===== src/rtl/regfile_mp.sv =====
// regfile_mp: multi-read-port register file with sequential bulk clear.
// Define REGFILE_BYPASS_EN to forward an accepted write to same-cycle reads.
module regfile_mp #(
    parameter int XLEN = 32,
    parameter int NREGS = 32,
    parameter int NRD = 2,
    parameter int ZERO_REG = 1,
    localparam int AW = $clog2(NREGS)
) (
    input  logic                clk_i,
    input  logic                rst_i,
    input  logic                wr_en_i,
    input  logic [AW-1:0]       wr_addr_i,
    input  logic [XLEN-1:0]     wr_data_i,
    output logic                wr_ready_o,
    input  logic [NRD*AW-1:0]   rd_addr_i,
    output logic [NRD*XLEN-1:0] rd_data_o,
    input  logic                clr_req_i,
    output logic                clr_busy_o,
    output logic                clr_done_o
);
    localparam logic IDLE = 1'b0;
    localparam logic CLEAR = 1'b1;
    logic            state;
    logic [AW-1:0]   cnt;
    logic [XLEN-1:0] mem [NREGS];
    logic            wr_fire;
    logic            last;
    assign clr_busy_o = state == CLEAR;
    assign wr_ready_o = !clr_busy_o;
    assign wr_fire = wr_en_i && wr_ready_o && !(ZERO_REG != 0 && wr_addr_i == '0);
    assign last = cnt == AW'(NREGS - 1);
    always_ff @(posedge clk_i or posedge rst_i) begin
        if (rst_i) begin
            state <= IDLE;
            cnt <= '0;
            clr_done_o <= 1'b0;
            for (int i = 0; i < NREGS; i++) mem[i] <= '0;
        end else begin
            clr_done_o <= 1'b0;
            if (state == IDLE) begin
                // a write sampled with a clear request lands first, then gets erased
                if (wr_fire) mem[wr_addr_i] <= wr_data_i;
                if (clr_req_i) begin
                    state <= CLEAR;
                    cnt <= '0;
                end
            end else begin
                mem[cnt] <= '0;
                cnt <= last ? '0 : cnt + AW'(1);
                if (last) begin
                    state <= IDLE;
                    clr_done_o <= 1'b1;
                end
            end
        end
    end
    for (genvar k = 0; k < NRD; k++) begin : g_rd
        logic [AW-1:0] a;
        logic          hit;
        assign a = rd_addr_i[k*AW +: AW];
`ifdef REGFILE_BYPASS_EN
        assign hit = wr_fire && a == wr_addr_i;
`else
        assign hit = 1'b0;
`endif
        assign rd_data_o[k*XLEN +: XLEN] = (clr_busy_o || (ZERO_REG != 0 && a == '0)) ? '0 :
                                           hit ? wr_data_i : mem[a];
    end
endmodule


===== config.mk =====
export PLATFORM = sky130hd
export DESIGN_NAME = regfile_mp
export DESIGN_NICKNAME = d
export VERILOG_FILES = /design/src/rtl/regfile_mp.sv
export SDC_FILE = /design/constraint.sdc
export NUM_CORES = 2
export LEC_CHECK = 0
export ABC_CLOCK_PERIOD_IN_PS = 34200
export BUFFER_PORTS_ARGS = -buffer_cell sky130_fd_sc_hd__buf_2
export CORE_MARGIN = 3
export CORE_UTILIZATION = 50
export DETAILED_ROUTE_END_ITERATION = 10
export PLACE_DENSITY = 0.66
export SLEW_MARGIN = 20
export SYNTH_ARGS = -nofsm -noshare
export SYNTH_HDL_FRONTEND = slang
export SYNTH_SLANG_ARGS = --single-unit
export TNS_END_PERCENT = 20

===== constraint.sdc =====
create_clock -name clk_i -period 34.2 [get_ports clk_i]
set_input_delay 1.71 -clock clk_i [delete_from_list [all_inputs] [get_ports clk_i]]
set_output_delay 1.71 -clock clk_i [all_outputs]
set_load 0.01 [all_outputs]

======== Yosys cells after proc, flatten, opt, wreduce, memory -nomap -nowiden ========
Index checks and enable logic that the tools add are counted.
storage, ports and cells
  register bits ........................... 1,031
  bits in latches ......................... 0
  RAM bits ................................ 0
  ROM bits ................................ 0
  bits of input ports ..................... 51
  output and inout bits ................... 67
  logic and storage cells ................. 85
  memories ................................ 0
operators by class
  $add $sub $neg .......................... 1
  multiply operators ...................... 0
  div/mod/pow operators ................... 0
  order comparisons ....................... 6
  equal/unequal tests ..................... 1
  shift operators ......................... 0
  mux-type cells .......................... 23
  bitwise operators ....................... 6
  reductions and logical operators ........ 13
operator list
  cell                                                                           number
  1024-bit 2-to-1 mux                                                            2
  1024-bit bitwise AND                                                           1
  1024-bit bitwise mux                                                           1
  1024-bit inverter                                                              1
  32-bit binary-select mux with 5-bit select                                     2
  32-bit demux with 5-bit select                                                 2
  32-bit 2-to-1 mux                                                              8
  6-bit greater-or-equal comparator (second input constant)                      4
  5-bit inverter with 6-bit output                                               4
  5-bit zero test                                                                3
  5-bit 2-to-1 mux                                                               3
  6-bit by 1-bit less-than comparator with 1-bit output (second input constant)  2
  5-bit by 1-bit adder with 5-bit output (second input constant)                 1
  5-bit equality test (second input constant)                                    1
  1-bit 2-to-1 mux                                                               5
  1-bit logical AND                                                              4
  2-bit nonzero test                                                             2
  1-bit zero test                                                                2
  1-bit logical OR                                                               2

======== Depth between registers and ports, before layout ========
  depth after elaboration ................. 8
  gate-level depth with buffers ........... 8
  depth with buffers taken out ............ 5

======== Worst setup path after synthesis ========
Ideal clock, no wire load.
  path type ............................... input-to-output
  start ................................... in rd_addr_i[5]
  end ..................................... out rd_data_o[50]
  arrival ................................. 3.246 ns
  data required time ...................... 32.490 ns
  path slack .............................. 29.244 ns
  cell stages on the path ................. 6
  buffers on the path ..................... 3
  path through ............................ clkbuf_1 buf_2 buf_2 mux4_2 a22oi_1 nand4_1
on the way
  longest elaborated chain between the ends .. 5
  elaborated cells between the ends (all ways) .. 7
  classes of those cells .................. mux: 4; bitwise: 1; reduce/logical: 2
RTL lines
  item                                                    RTL line  text
  start: declaration                                      16        input logic [NRD*AW-1:0] rd_addr_i,
  5-bit inverter with 6-bit output (implied by the code)  68        hit ? wr_data_i : mem[a];
  32-bit binary-select mux with 5-bit select              68
  32-bit 2-to-1 mux (implied by the code) (2 in series)   68
  32-bit 2-to-1 mux (*)                                   67        assign rd_data_o[k*XLEN +: XLEN] = (clr_busy_o || (ZERO_REG != 0 && a == '0)) ? '0 :
  end: declaration                                        17        output logic [NRD*XLEN-1:0] rd_data_o,
Every way passes the cells marked *; elsewhere a longest branch is shown, timed or not. The select of a mux whose other input is x is not followed.

======== Worst setup path in the final report ========
  start ................................... in rd_addr_i[5]
  end ..................................... out rd_data_o[38]
Same word-level chain as after synthesis.

==> results.sh <==
export IMPL_clkPwrFrac_pct=36.6
export IMPL_critPathSlowestCell="and2_1"
export IMPL_status="finished clean"
export IMPL_core_area_um2=104400
export IMPL_wl_met3_mm=31.80
export IMPL_synth_top_area_cell="dfrtp_1"
export IMPL_dieArea_um2=110000
export IMPL_place_ws_ps=27180
export IMPL_yosysMostFrequentCell="dfrtp_1"
export IMPL_row_count=118
export IMPL_slew_violations=0
export IMPL_fin_util_pct=56.54
export IMPL_ir_drop_mv=0.05192
export IMPL_synth_area_per_cell_um2=12.41
export IMPL_syn_inst=4272
export IMPL_max_freq_mhz=138.3
export IMPL_wl_per_cell_um=38.16
export IMPL_p_comb_share_pct=20.7
export IMPL_viasPerCell=7.702
export IMPL_synth_edf_count=0
export IMPL_num_vias=43133
export IMPL_drt_iter0_markers=6525
export IMPL_fin_crit_sh_pct=21.14
export IMPL_cts_buffers=112
export IMPL_syn_to_final_growth_pct=11.31
export IMPL_synthTopCellsByArea="dfrtp_1 (49%), a22o_1 (16%), mux2i_1 (12%)"
export IMPL_syn_area_um2=53020
export IMPL_grt_pass1_vias=42246
export IMPL_drive_gt1_share_pct=17.42
export IMPL_yosysWarnings=0
export IMPL_antenna_found_initial=14
export IMPL_power_density_nw_per_um2=62.03
export IMPL_cts_root_buf="clkbuf_16"
export IMPL_top_layer="met5"
export IMPL_cts_buffer_depth=3
export IMPL_synth_top_cell_area_share_pct=48.66
export IMPL_setup_viol=0
export IMPL_synth_top_family_by_area="compound AO/OA/AOI/OAI gates"
export IMPL_wl_met1_mm=80.18
export IMPL_worstPathRequired_ps=32490
export IMPL_cts_tree="done"
export IMPL_die_x_um=331.6
export IMPL_crit_buf_inv=4
export IMPL_gp_congestion=0.9086
export IMPL_post_cts_resized=0
export IMPL_hold_start="mem[1007]"
export IMPL_grt_usage_pct=37.99
export IMPL_grt_setup_unrepaired="no"
export IMPL_synthSimpleGateAreaFrac_pct=4.540
export IMPL_clkTransAtPathRegs_ps=60
export IMPL_p_seq_share_pct=42.7
export IMPL_synth_xor_area_share_pct=0.03304
export IMPL_postCtsSetupBuffers=0
export IMPL_cp_top_family="buffers and inverters"
export IMPL_synth_async_reset_ratio_pct=100.0
export IMPL_synth_area_mux_share_pct=20.29
export IMPL_remaining_drc_errors=0
export IMPL_crit_start="rd_addr_i[5]"
export IMPL_switching_share_pct=31.12
export IMPL_slew_headroom_pct=19.28
export IMPL_dr_pass1_iters=6
export IMPL_synth_compound_area_share_pct=22.25
export IMPL_intPower_mw=2.522
export IMPL_p_switching_mw=1.139
export IMPL_routed_wl_mm=213.7
export IMPL_dp_hpwl_mm=121.5
export IMPL_timing_critical_path_mode_cell="buf_4"
export IMPL_setup_tns_ps=0
export IMPL_ys_flop_type="dfrtp_1"
export IMPL_fin_crit_ps=7229
export IMPL_cp_slowest_stage_delay_ps=1060
export IMPL_synth_nets=4328
export IMPL_seq_area_frac_synth_pct=48.66
export IMPL_start_util_pct=50.79
export IMPL_nets=4175
export IMPL_tightest_slew_ps=1211
export IMPL_io_buffers=117
export IMPL_route_met2_wl_mm=88.50
export IMPL_leakagePower_nw=27.34
export IMPL_cp_start_kind="input pin"
export IMPL_clock_sinks=1031
export IMPL_grt_max_degree=169
export IMPL_fin_skew_ps=25.55
export IMPL_ys_types=42
export IMPL_postCtsHoldBufs=0
export IMPL_cts_htree_levels=3
export IMPL_cp_max_fo=36
export IMPL_p_total_mw=3.661
export IMPL_arrival_ps=5520
export IMPL_die_y_um=331.6
export IMPL_path_cells="buf_6 > buf_4 > buf_4 > and2_1 > a32oi_1 > nand4_1 > buf_2"
export IMPL_r2r_start="clr_busy_o"
export IMPL_grt_pass1_wl_mm=308.1
export IMPL_ant_nets=0
export IMPL_crit_type="in -> out"
export IMPL_grt_ovfl_total=0
export IMPL_critPathCaptureType="output pin"
export IMPL_synth_fa_ha_area_share_pct=0.1180
export IMPL_synth_seq_cells=1031
export IMPL_yosys_top_cells_count="dfrtp_1 (1,031), a22o_1 (992), mux2i_1 (620), clkbuf_1 (348), a22oi_1 (308)"
export IMPL_hold_class="reg -> reg"
export IMPL_drv_cap=0
export IMPL_clkLatencyLatePin_ps=710
export IMPL_io_pins=118
export IMPL_worst_slack_ps=26970
export IMPL_hold_viol_final=0
power groups by stage:
stage	Sequential (mW)	Combinational, mW	Clock, mW
floorplan	1.53	0.498	0
global placement	1.57	0.722	0
detailed placement	1.57	0.735	0
CTS	1.56	0.736	1.34
global route	1.59	0.791	1.39
finish	1.57	0.757	1.34
cell usage in the layout (no fill, tap or decap), types with 22 or more instances in the layout:
| cell | count |
|---|---|
| a21oi_1 | 90 |
| a21oi_4 | 31 |
| a22o_1 | 992 |
| a22oi_1 | 308 |
| and2_1 | 39 |
| buf_2 | 111 |
| buf_4 | 127 |
| clkbuf_16 | 118 |
| clkbuf_8 | 22 |
| clkinv_2 | 23 |
| dfrtp_1 | 1031 |
| mux2i_1 | 620 |
| mux4_2 | 202 |
| nand2_1 | 96 |
| nand3_1 | 157 |
| nand4_1 | 65 |
| nor2_4 | 30 |
metal layers:
| layer | global-route usage, % | vias up |
|---|---|---|
| li1 | - | 16607 |
| met1 | 51.57 | 22134 |
| met2 | 52.16 | 3593 |
| met3 | 15.27 | 783 |
| met4 | 19.98 | 16 |
| met5 | 0.1303 | - |
worst paths after layout:
path | end | slack (ps) | cells past startpoint
min in group asynchronous | mem[393] | 1110 | 2
max | rd_data_o[38] | 26970 | 7
min reg2reg | mem[1007] | 500 | 1
min | mem[1007] | 500 | 1
max in group asynchronous | mem[874] | 30630 | 4
max reg2reg | mem[174] | 30270 | 6
registers in the layout, summed over array words and instances, names as in the netlist:
name        flops
cnt             5
clr_busy_o      1
mem          1024
clr_done_o      1
cell type report:
class / instances / area, um^2
multi-input combinational: 2714 / 25660
sequential: 1031 / 25800
clock buffer: 160 / 3331
antenna: 6 / 15.01
fill: 8396 / 45360
timing repair buffer: 249 / 1707
inverter: 11 / 48.80
tap: 1380 / 1727
clock inverter: 49 / 726.9
metrics by stage:
step                instance area [um^2]  std cells  hold WS (ps)
floorplan                          53020       4272         466.6
global placement                   54890       5383         482.2
detailed placement                 54890       5383         488.1
CTS                                58950       5592         510.4
global route                       59020       5599         522.8
finish                             59020       5600         504.2
cells by family (layout without fill, tap and decap cells):
logic type,Yosys count,in the layout
adders and majority gates,5,5
buffers and inverters,527,469
muxes,822,822
DFF,1031,1031
other,0,6
AOI/OAI and AO/OA,1441,1441
and+or+nand+nor,444,444
xor gates and xnor gates,2,2
worst reg2reg max path: cells and delay by family (launching register included):
| kind | cells | cell delay [ps] |
|---|---|---|
| flip-flops | 1 | 860 |
| AND/OR/NAND/NOR | 2 | 930 |
| buffers and inverters | 2 | 910 |
| AO/OA/AOI/OAI | 2 | 1150 |
Power figures use the tool's default switching activity.
